## config.mk

```make
export PLATFORM = sky130hd
export DESIGN_NAME = reorder_buffer
export DESIGN_NICKNAME = d
export VERILOG_FILES = /design/src/rtl/reorder_buffer_pkg.sv /design/src/rtl/reorder_buffer_query.sv /design/src/rtl/reorder_buffer.sv
export SDC_FILE = /design/constraint.sdc
export NUM_CORES = 2
export LEC_CHECK = 0
export ABC_CLOCK_PERIOD_IN_PS = 36700
export BUFFER_PORTS_ARGS = -buffer_cell sky130_fd_sc_hd__buf_2
export CAP_MARGIN = 20
export CELL_PAD_IN_SITES_DETAIL_PLACEMENT = 1
export CELL_PAD_IN_SITES_GLOBAL_PLACEMENT = 2
export CORE_AREA = 3 3 323 325
export CTS_CLUSTER_DIAMETER = 120
export CTS_CLUSTER_SIZE = 24
export DETAILED_ROUTE_END_ITERATION = 8
export DIE_AREA = 0 0 326 328
export PLACE_DENSITY = 0.77
export SYNTH_ARGS = -nofsm -noshare
export SYNTH_HDL_FRONTEND = slang
export SYNTH_SLANG_ARGS = --single-unit
export TNS_END_PERCENT = 1
```

## constraint.sdc

```tcl
create_clock -name clk -period 36.7 [get_ports clk]
set_clock_uncertainty 0.2 [all_clocks]
set_input_delay 7.34 -clock clk [delete_from_list [all_inputs] [get_ports clk]]
set_output_delay 7.34 -clock clk [all_outputs]
set_load 0.02 [all_outputs]
```

## src/rtl/reorder_buffer_pkg.sv

```systemverilog
// Shared widths, op encodings and entry states
// for the reorder buffer and its query helper.
package reorder_buffer_pkg;

  localparam int OP_WIDTH         = 7;
  localparam int VAL_WIDTH        = 32;
  localparam int ADDR_WIDTH       = 32;
  localparam int ROB_ID_WIDTH_DEF = 3;
  localparam int ROB_SIZE_DEF     = 8;

  localparam logic [OP_WIDTH-1:0] OP_LOAD   = 7'b0000011;
  localparam logic [OP_WIDTH-1:0] OP_STORE  = 7'b0100011;
  localparam logic [OP_WIDTH-1:0] OP_ALU    = 7'b0110011;
  localparam logic [OP_WIDTH-1:0] OP_BRANCH = 7'b1100011;

  typedef enum logic [1:0] {
    ST_EMPTY  = 2'd0,
    ST_ISSUED = 2'd1,
    ST_DONE   = 2'd2
  } rob_state_e;

  function automatic logic is_store(
    input logic [OP_WIDTH-1:0] op
  );
    return op == OP_STORE;
  endfunction

endpackage

```

## src/rtl/reorder_buffer_query.sv

```systemverilog
// Operand lookup for one reservation-station port:
// stored result first, then same-cycle CDB bypass.
module reorder_buffer_query
  import reorder_buffer_pkg::*;
#(
  parameter int ROB_SIZE     = ROB_SIZE_DEF,
  parameter int ROB_ID_WIDTH = ROB_ID_WIDTH_DEF
) (
  input  logic [ROB_ID_WIDTH:0]               query_lab,
  input  logic [ROB_SIZE-1:0]                 done,
  input  logic [ROB_SIZE-1:0][VAL_WIDTH-1:0]  vals,
  input  logic                                cdb_ready,
  input  logic [ROB_ID_WIDTH:0]               rs_lab,
  input  logic [VAL_WIDTH-1:0]                rs_val,
  input  logic [ROB_ID_WIDTH:0]               lsb_lab,
  input  logic [VAL_WIDTH-1:0]                lsb_val,
  output logic                                ready,
  output logic [VAL_WIDTH-1:0]                res
);

  logic [ROB_ID_WIDTH-1:0] idx;
  logic                    no_dep;
  logic                    rs_hit;
  logic                    lsb_hit;

  assign idx     = query_lab[ROB_ID_WIDTH-1:0]
                 - ROB_ID_WIDTH'(1);
  assign no_dep  = query_lab == '0;
  assign rs_hit  = cdb_ready && rs_lab == query_lab;
  assign lsb_hit = cdb_ready && lsb_lab == query_lab;

  // tag 0 means no dependency; else storage, then bypass
  always_comb begin
    ready = 1'b0;
    res   = '0;
    if (no_dep) begin
      ready = 1'b1;
    end else if (done[idx]) begin
      ready = 1'b1;
      res   = vals[idx];
    end else if (rs_hit) begin
      ready = 1'b1;
      res   = rs_val;
    end else if (lsb_hit) begin
      ready = 1'b1;
      res   = lsb_val;
    end
  end

endmodule

```

## src/rtl/reorder_buffer.sv

```systemverilog
// In-order commit reorder buffer with CDB completion,
// operand bypass and jump-triggered flush.
module reorder_buffer
  import reorder_buffer_pkg::*;
#(
  parameter int ROB_SIZE     = ROB_SIZE_DEF,
  parameter int ROB_ID_WIDTH = ROB_ID_WIDTH_DEF
) (
  input  logic                    clk,
  input  logic                    rst_in,
  input  logic                    rdy_in,
  input  logic                    dec2rob_en,
  input  logic [OP_WIDTH-1:0]     dec_type,
  input  logic [4:0]              dec_rd,
  input  logic [ADDR_WIDTH-1:0]   dec_pc,
  output logic                    isFull,
  output logic [ROB_ID_WIDTH:0]   newTag,
  input  logic [ROB_ID_WIDTH:0]   query_lab1,
  input  logic [ROB_ID_WIDTH:0]   query_lab2,
  output logic                    ready1,
  output logic                    ready2,
  output logic [VAL_WIDTH-1:0]    res1,
  output logic [VAL_WIDTH-1:0]    res2,
  input  logic                    cdbReady,
  input  logic [ROB_ID_WIDTH:0]   rs_cdb2lab,
  input  logic [VAL_WIDTH-1:0]    rs_cdb2val,
  input  logic                    rs_cdb2jump,
  input  logic [ADDR_WIDTH-1:0]   rs_cdb2target,
  input  logic [ROB_ID_WIDTH:0]   lsb_cdb2lab,
  input  logic [VAL_WIDTH-1:0]    lsb_cdb2val,
  output logic                    commit_en,
  output logic [ROB_ID_WIDTH:0]   commit_lab,
  output logic [4:0]              commit_rd,
  output logic [VAL_WIDTH-1:0]    commit_val,
  output logic                    commit_store,
  output logic                    flush,
  output logic [ADDR_WIDTH-1:0]   flush_pc
);

  localparam int TW = ROB_ID_WIDTH + 1;

  logic [ROB_ID_WIDTH-1:0]             head;
  logic [ROB_ID_WIDTH-1:0]             tail;
  logic [ROB_ID_WIDTH:0]               count;
  logic [ROB_ID_WIDTH:0]               count_nxt;
  rob_state_e                          state    [ROB_SIZE];
  logic [OP_WIDTH-1:0]                 type_q   [ROB_SIZE];
  logic [4:0]                          rd_q     [ROB_SIZE];
  logic [ADDR_WIDTH-1:0]               pc_q     [ROB_SIZE];
  logic [ADDR_WIDTH-1:0]               target_q [ROB_SIZE];
  logic [ROB_SIZE-1:0][VAL_WIDTH-1:0]  val_q;
  logic [ROB_SIZE-1:0]                 jump_q;
  logic [ROB_SIZE-1:0]                 done_vec;
  logic [ROB_SIZE-1:0]                 rs_hit;
  logic [ROB_SIZE-1:0]                 lsb_hit;
  logic [ROB_ID_WIDTH:0]               head_tag;
  logic                                do_issue;
  logic                                do_commit;
  logic                                do_flush;
  logic                                unused_pc;

  assign isFull    = count == TW'(ROB_SIZE);
  assign newTag    = TW'(tail) + TW'(1);
  assign head_tag  = TW'(head) + TW'(1);
  assign do_issue  = dec2rob_en && !isFull;
  assign do_commit = state[head] == ST_DONE;
  assign do_flush  = do_commit && jump_q[head];
  // pc is kept per entry for debug visibility only
  assign unused_pc = ^pc_q[head];

  // per-entry DONE flags and CDB label matches
  always_comb begin
    done_vec = '0;
    rs_hit   = '0;
    lsb_hit  = '0;
    for (int i = 0; i < ROB_SIZE; i++) begin
      done_vec[i] = state[i] == ST_DONE;
      rs_hit[i]   = cdbReady && rs_cdb2lab != '0
                 && rs_cdb2lab == TW'(i + 1);
      lsb_hit[i]  = cdbReady && lsb_cdb2lab != '0
                 && lsb_cdb2lab == TW'(i + 1);
    end
  end

  // occupancy moves by issue minus commit
  always_comb begin
    count_nxt = count;
    if (do_issue && !do_commit) begin
      count_nxt = count + TW'(1);
    end else if (!do_issue && do_commit) begin
      count_nxt = count - TW'(1);
    end
  end

  // issue, completion, commit and flush
  always_ff @(posedge clk or posedge rst_in) begin
    if (rst_in) begin
      head         <= '0;
      tail         <= '0;
      count        <= '0;
      commit_en    <= 1'b0;
      commit_lab   <= '0;
      commit_rd    <= '0;
      commit_val   <= '0;
      commit_store <= 1'b0;
      flush        <= 1'b0;
      flush_pc     <= '0;
      val_q        <= '0;
      jump_q       <= '0;
      for (int i = 0; i < ROB_SIZE; i++) begin
        state[i]    <= ST_EMPTY;
        type_q[i]   <= '0;
        rd_q[i]     <= '0;
        pc_q[i]     <= '0;
        target_q[i] <= '0;
      end
    end else if (!rdy_in) begin
      commit_en <= 1'b0;
      flush     <= 1'b0;
    end else begin
      commit_en <= do_commit;
      flush     <= do_flush;
      if (do_commit) begin
        commit_lab   <= head_tag;
        commit_rd    <= rd_q[head];
        commit_val   <= val_q[head];
        commit_store <= is_store(type_q[head]);
      end
      if (do_flush) begin
        flush_pc <= target_q[head];
        head     <= '0;
        tail     <= '0;
        count    <= '0;
        for (int i = 0; i < ROB_SIZE; i++) begin
          state[i] <= ST_EMPTY;
        end
      end else begin
        for (int i = 0; i < ROB_SIZE; i++) begin
          if (do_commit && ROB_ID_WIDTH'(i) == head) begin
            state[i] <= ST_EMPTY;
          end else if (do_issue
                    && ROB_ID_WIDTH'(i) == tail) begin
            state[i]    <= is_store(dec_type)
                         ? ST_DONE : ST_ISSUED;
            type_q[i]   <= dec_type;
            rd_q[i]     <= dec_rd;
            pc_q[i]     <= dec_pc;
            val_q[i]    <= '0;
            jump_q[i]   <= 1'b0;
            target_q[i] <= '0;
          end else if (state[i] == ST_ISSUED
                    && rs_hit[i]) begin
            state[i]    <= ST_DONE;
            val_q[i]    <= rs_cdb2val;
            jump_q[i]   <= rs_cdb2jump;
            target_q[i] <= rs_cdb2target;
          end else if (state[i] == ST_ISSUED
                    && lsb_hit[i]) begin
            state[i]  <= ST_DONE;
            val_q[i]  <= lsb_cdb2val;
            jump_q[i] <= 1'b0;
          end
        end
        if (do_issue) begin
          tail <= tail + ROB_ID_WIDTH'(1);
        end
        if (do_commit) begin
          head <= head + ROB_ID_WIDTH'(1);
        end
        count <= count_nxt;
      end
    end
  end

  reorder_buffer_query #(
    .ROB_SIZE     (ROB_SIZE),
    .ROB_ID_WIDTH (ROB_ID_WIDTH)
  ) u_query1 (
    .query_lab (query_lab1),
    .done      (done_vec),
    .vals      (val_q),
    .cdb_ready (cdbReady),
    .rs_lab    (rs_cdb2lab),
    .rs_val    (rs_cdb2val),
    .lsb_lab   (lsb_cdb2lab),
    .lsb_val   (lsb_cdb2val),
    .ready     (ready1),
    .res       (res1)
  );

  reorder_buffer_query #(
    .ROB_SIZE     (ROB_SIZE),
    .ROB_ID_WIDTH (ROB_ID_WIDTH)
  ) u_query2 (
    .query_lab (query_lab2),
    .done      (done_vec),
    .vals      (val_q),
    .cdb_ready (cdbReady),
    .rs_lab    (rs_cdb2lab),
    .rs_val    (rs_cdb2val),
    .lsb_lab   (lsb_cdb2lab),
    .lsb_val   (lsb_cdb2val),
    .ready     (ready2),
    .res       (res2)
  );

endmodule

```

==> results.md <==
- Syn Nets: 3876
- # Max-Cap Violations: 0
- Core area: 101700 um2
- Critical path type: in -> out
- Iter 0 DRT Violations: 3326
- Initial antenna violation count: 17
- Post-Synth XOR/XNOR Area: 0.3710%
- Die height: 328 um
- Worst-Margin Slew: ~1.2 ns
- RSZ-0062 raised after global routing: no
- Via count: 32620
- Setup Total Neg Slack: 0 ns
- Initial core utilization: 41.76%
- Post-route minimum period: 18.81 ns
- Num ports: a little over 300
- F_max: 53.17 MHz
- Synth cell types: 82
- Hold buffers post-CTS: 0
- Largest family of logic cells by synthesized area: multiplexers
- Vias/cell: 6.443
- Leakage: 20.98 nW
- Layout area overhead: 7.863%
- IO Port Bufs: 276
- Min-delay worst type: reg -> reg
- Drt drc: 0
- Endpoint type of the worst setup path: output pin
- Reg power frac: 41.4%
- Fraction of layout cells with a size suffix above 1: 29.49%
- Crit-path max FO: 61
- Final WL: 159800 um
- Rows: 117
- Clock sink total: approximately 700
- Post-Synthesis Cell Area: 42490 um2
- Outcome: complete, no violations
- Proportion of synthesized area in mux cells: 30.28%
- Synth Area in Simple Gates: under 10%
- CP required: 29.16 ns
- Syn Area/Cell: 11.49 um2
- Register area share after synthesis: 42.29%
- Worst skew pair latency: 0.61 ns
- Asr flop ratio synth: 100.0%
- Slew headroom: 18.27%
- Commonest register cell after synthesis: dfrtp_1
- CP peak stage delay: 0.85 ns
- H-tree Lvls: 2
- Synth Area in Adders: 0.5183%
- Routed Antenna Nets: 0
- Synth area leaders: dfrtp_1 42%, mux4_2 13%, mux2_2 9.6%, mux2i_1 6.3%, a22o_1 6.1%
- Clock Pin Slew Worst Setup and Hold Paths: roughly 0.09 ns
- Clock Power Share: 13.2%
- Post-synth top area share: 42.29%
- DP Worst Slack: approximately 18 ns
- Part of the cycle the worst path needs: between 50% and 60%
- Sw frac: 40.02%
- Maximum vdd drop: around 0.039 mV
- Synth Register Bits: 718
- NetSw: between 1 and 1.5 mW
- CP max stage cell: buf_4
- Synth warnings: 0
- Fin area: 45830 um2
- Grt ovf: 0
- Slack of the critical path: 17.89 ns
- Bufs on Longest Clock Path: 3
- First-pass iteration count of the detailed router: 6
- Final Slew Violations: 0
- Final hold slack: 0.2967 ns
- Largest net degree at the start of global routing: 172
- Pwr/cell area: 77.55 nW/um2
- Post_cts resized: 0
- Post-CTS Setup Bufs: 0
- Worst-path cell chain: buf_4 -> inv_1 -> ha_2 -> xnor2_2 -> buf_4 -> buf_4 -> mux2i_1 -> a32oi_1 -> o21ai_0 -> a211oi_1 -> buf_2
- Die Area: 106900 um2
- Placed wire-length estimate: 91260 um
- Most used cell along the critical path: buf_4
- WL per Instance: 31.56 um
- CTS buffer count: 36
- Placer congestion estimate: 0.8367
- Critical Path AT: 11.27 ns
- Global-route wire length before repair: 236700 um
- Die Wd: around 330 um
- Post-Place Cell Area: roughly 45000 um2
- Final core utilization: 45.04%
- Startpoint types: input port
- All-Layer GR Usage: just under 30%
- Syn Inst Count: 3697
- P_int: around 2.1 mW
- Vias in the first global route: ~34000
- Post-synth EDFFs: 0
- Count of final hold-check violations: 0
- Compound-cell area share of the yosys netlist: 12.83%
- Final net count: 3856
- Final Setup Violations: 0
- CTS Root Cell: clkbuf_16
- CTS tree: done
- Combinational power share: between 40% and 50%
- Largest area contributor in the netlist: dfrtp_1
flip-flops by register name (all words and copies together), names as in the netlist, 5 cells and up:
| name | flops |
|---|---|
| target_q | 256 |
| commit_val | 32 |
| val_q | 256 |
| state | 16 |
| commit_rd | 5 |
| type_q | 56 |
| rd_q | 40 |
| jump_q | 8 |
| flush_pc | 32 |
synth_stat cells (all sizes together) (11+ instances only):
cell type	number
dfrtp	718
o211a	32
nand2	395
buf	172
nand2b	16
nor3	11
mux2	419
o31ai	37
a211oi	38
mux2i	269
inv	191
a21oi	73
o21ai	80
ha	16
a221oi	32
a32oi	32
clkbuf	248
nand3	43
mux4	242
nor2	100
a31oi	40
nor2b	46
a22o	298
final cells by class:
class	instances	area (um2)
Clock buffer	39	933.4
Tap cell	1368	1712
Sequential cell	718	17980
Multi-Input combinational cell	2366	22320
Fill cell	10850	55910
Inverter	193	734.5
Antenna cell	11	27.53
Timing Repair Buffer	362	2081
Clock inverter	5	50.05
layout by cell type, fill, tap and decap left out, types with 7 or more instances in the layout:
cell type	n
mux2_1	57
a211oi_1	32
ha_1	14
a221oi_1	32
nand3_1	38
nand2b_1	14
o31ai_1	37
mux2_2	362
a32oi_1	31
o21ai_0	77
nor2_1	93
xor2_1	9
nor2_4	7
a31oi_1	38
buf_2	274
mux2i_1	266
mux4_2	242
inv_1	189
buf_4	84
a22o_1	298
o211a_1	32
diode_2	11
nor3_1	8
and3_1	8
a21oi_1	72
nand2_1	394
nor4_1	8
clkbuf_16	37
nor2b_1	40
dfrtp_1	715
nor4b_1	10
nor4bb_1	9
power by group through the flow:
stage / Combinational (mW) / Clock [mW] / Sequential [mW]
detailed placement: 1.62 / 0 / 1.48
global placement: 1.57 / 0 / 1.46
floorplan: 1.16 / 0 / 1.40
finish: 1.62 / 0.468 / 1.47
CTS: 1.62 / 0.480 / 1.46
global route: 1.74 / 0.505 / 1.52
path summary, 6_finish.rpt:
kind	start	end	slack (ns)	cells after the start
max	query_lab1[0]	res1[2]	17.89	11
min	type_q[50]$_DFFE_PP0P_	type_q[50]$_DFFE_PP0P_	0.30	1
max reg2reg	head[1]$_DFFE_PP0P_	val_q[94]$_DFFE_PP0P_	30.82	8
min reg2reg	type_q[50]$_DFFE_PP0P_	type_q[50]$_DFFE_PP0P_	0.30	1
max in group asynchronous	rst_in	target_q[161]$_DFFE_PP0P_	26.65	5
min in group asynchronous	rst_in	target_q[214]$_DFFE_PP0P_	6.67	2
through the flow:
stage / instances / power [mW]
2_1_floorplan: 3697 / 2.560
3_3_place_gp: 5005 / 3.031
3_5_place_dp: 5006 / 3.092
4_1_cts: 5050 / 3.561
5_1_grt: 5056 / 3.766
6_report: 5062 / 3.554
kinds of logic after synthesis:
group	Yosys count
AO/OA/AOI/OAI	694
XOR/XNOR	18
adder cells (fa/ha/maj)	17
buffers and inverters	613
flip-flops	718
multiplexers	930
AND/OR/NAND/NOR	707
worst max-delay path, delay by kind of cell:
family,cells,cell delay (ns)
buf+inv,5,2.08
xor+xnor,1,0.19
mux,1,0.19
compound gates,3,1.05
fa+ha+maj,1,0.31
layer usage:
metal / GRT usage, % / vias up / part of all wire, %
met4: 9.024 / 8 / 3.0
met5: 0 / - / 0.032
met3: 5.057 / 282 / 7.1
met2: 48.69 / 1281 / 48
li1: - / 13500 / -
met1: 39.56 / 17550 / 42
(Power assumes the default switching activity.)
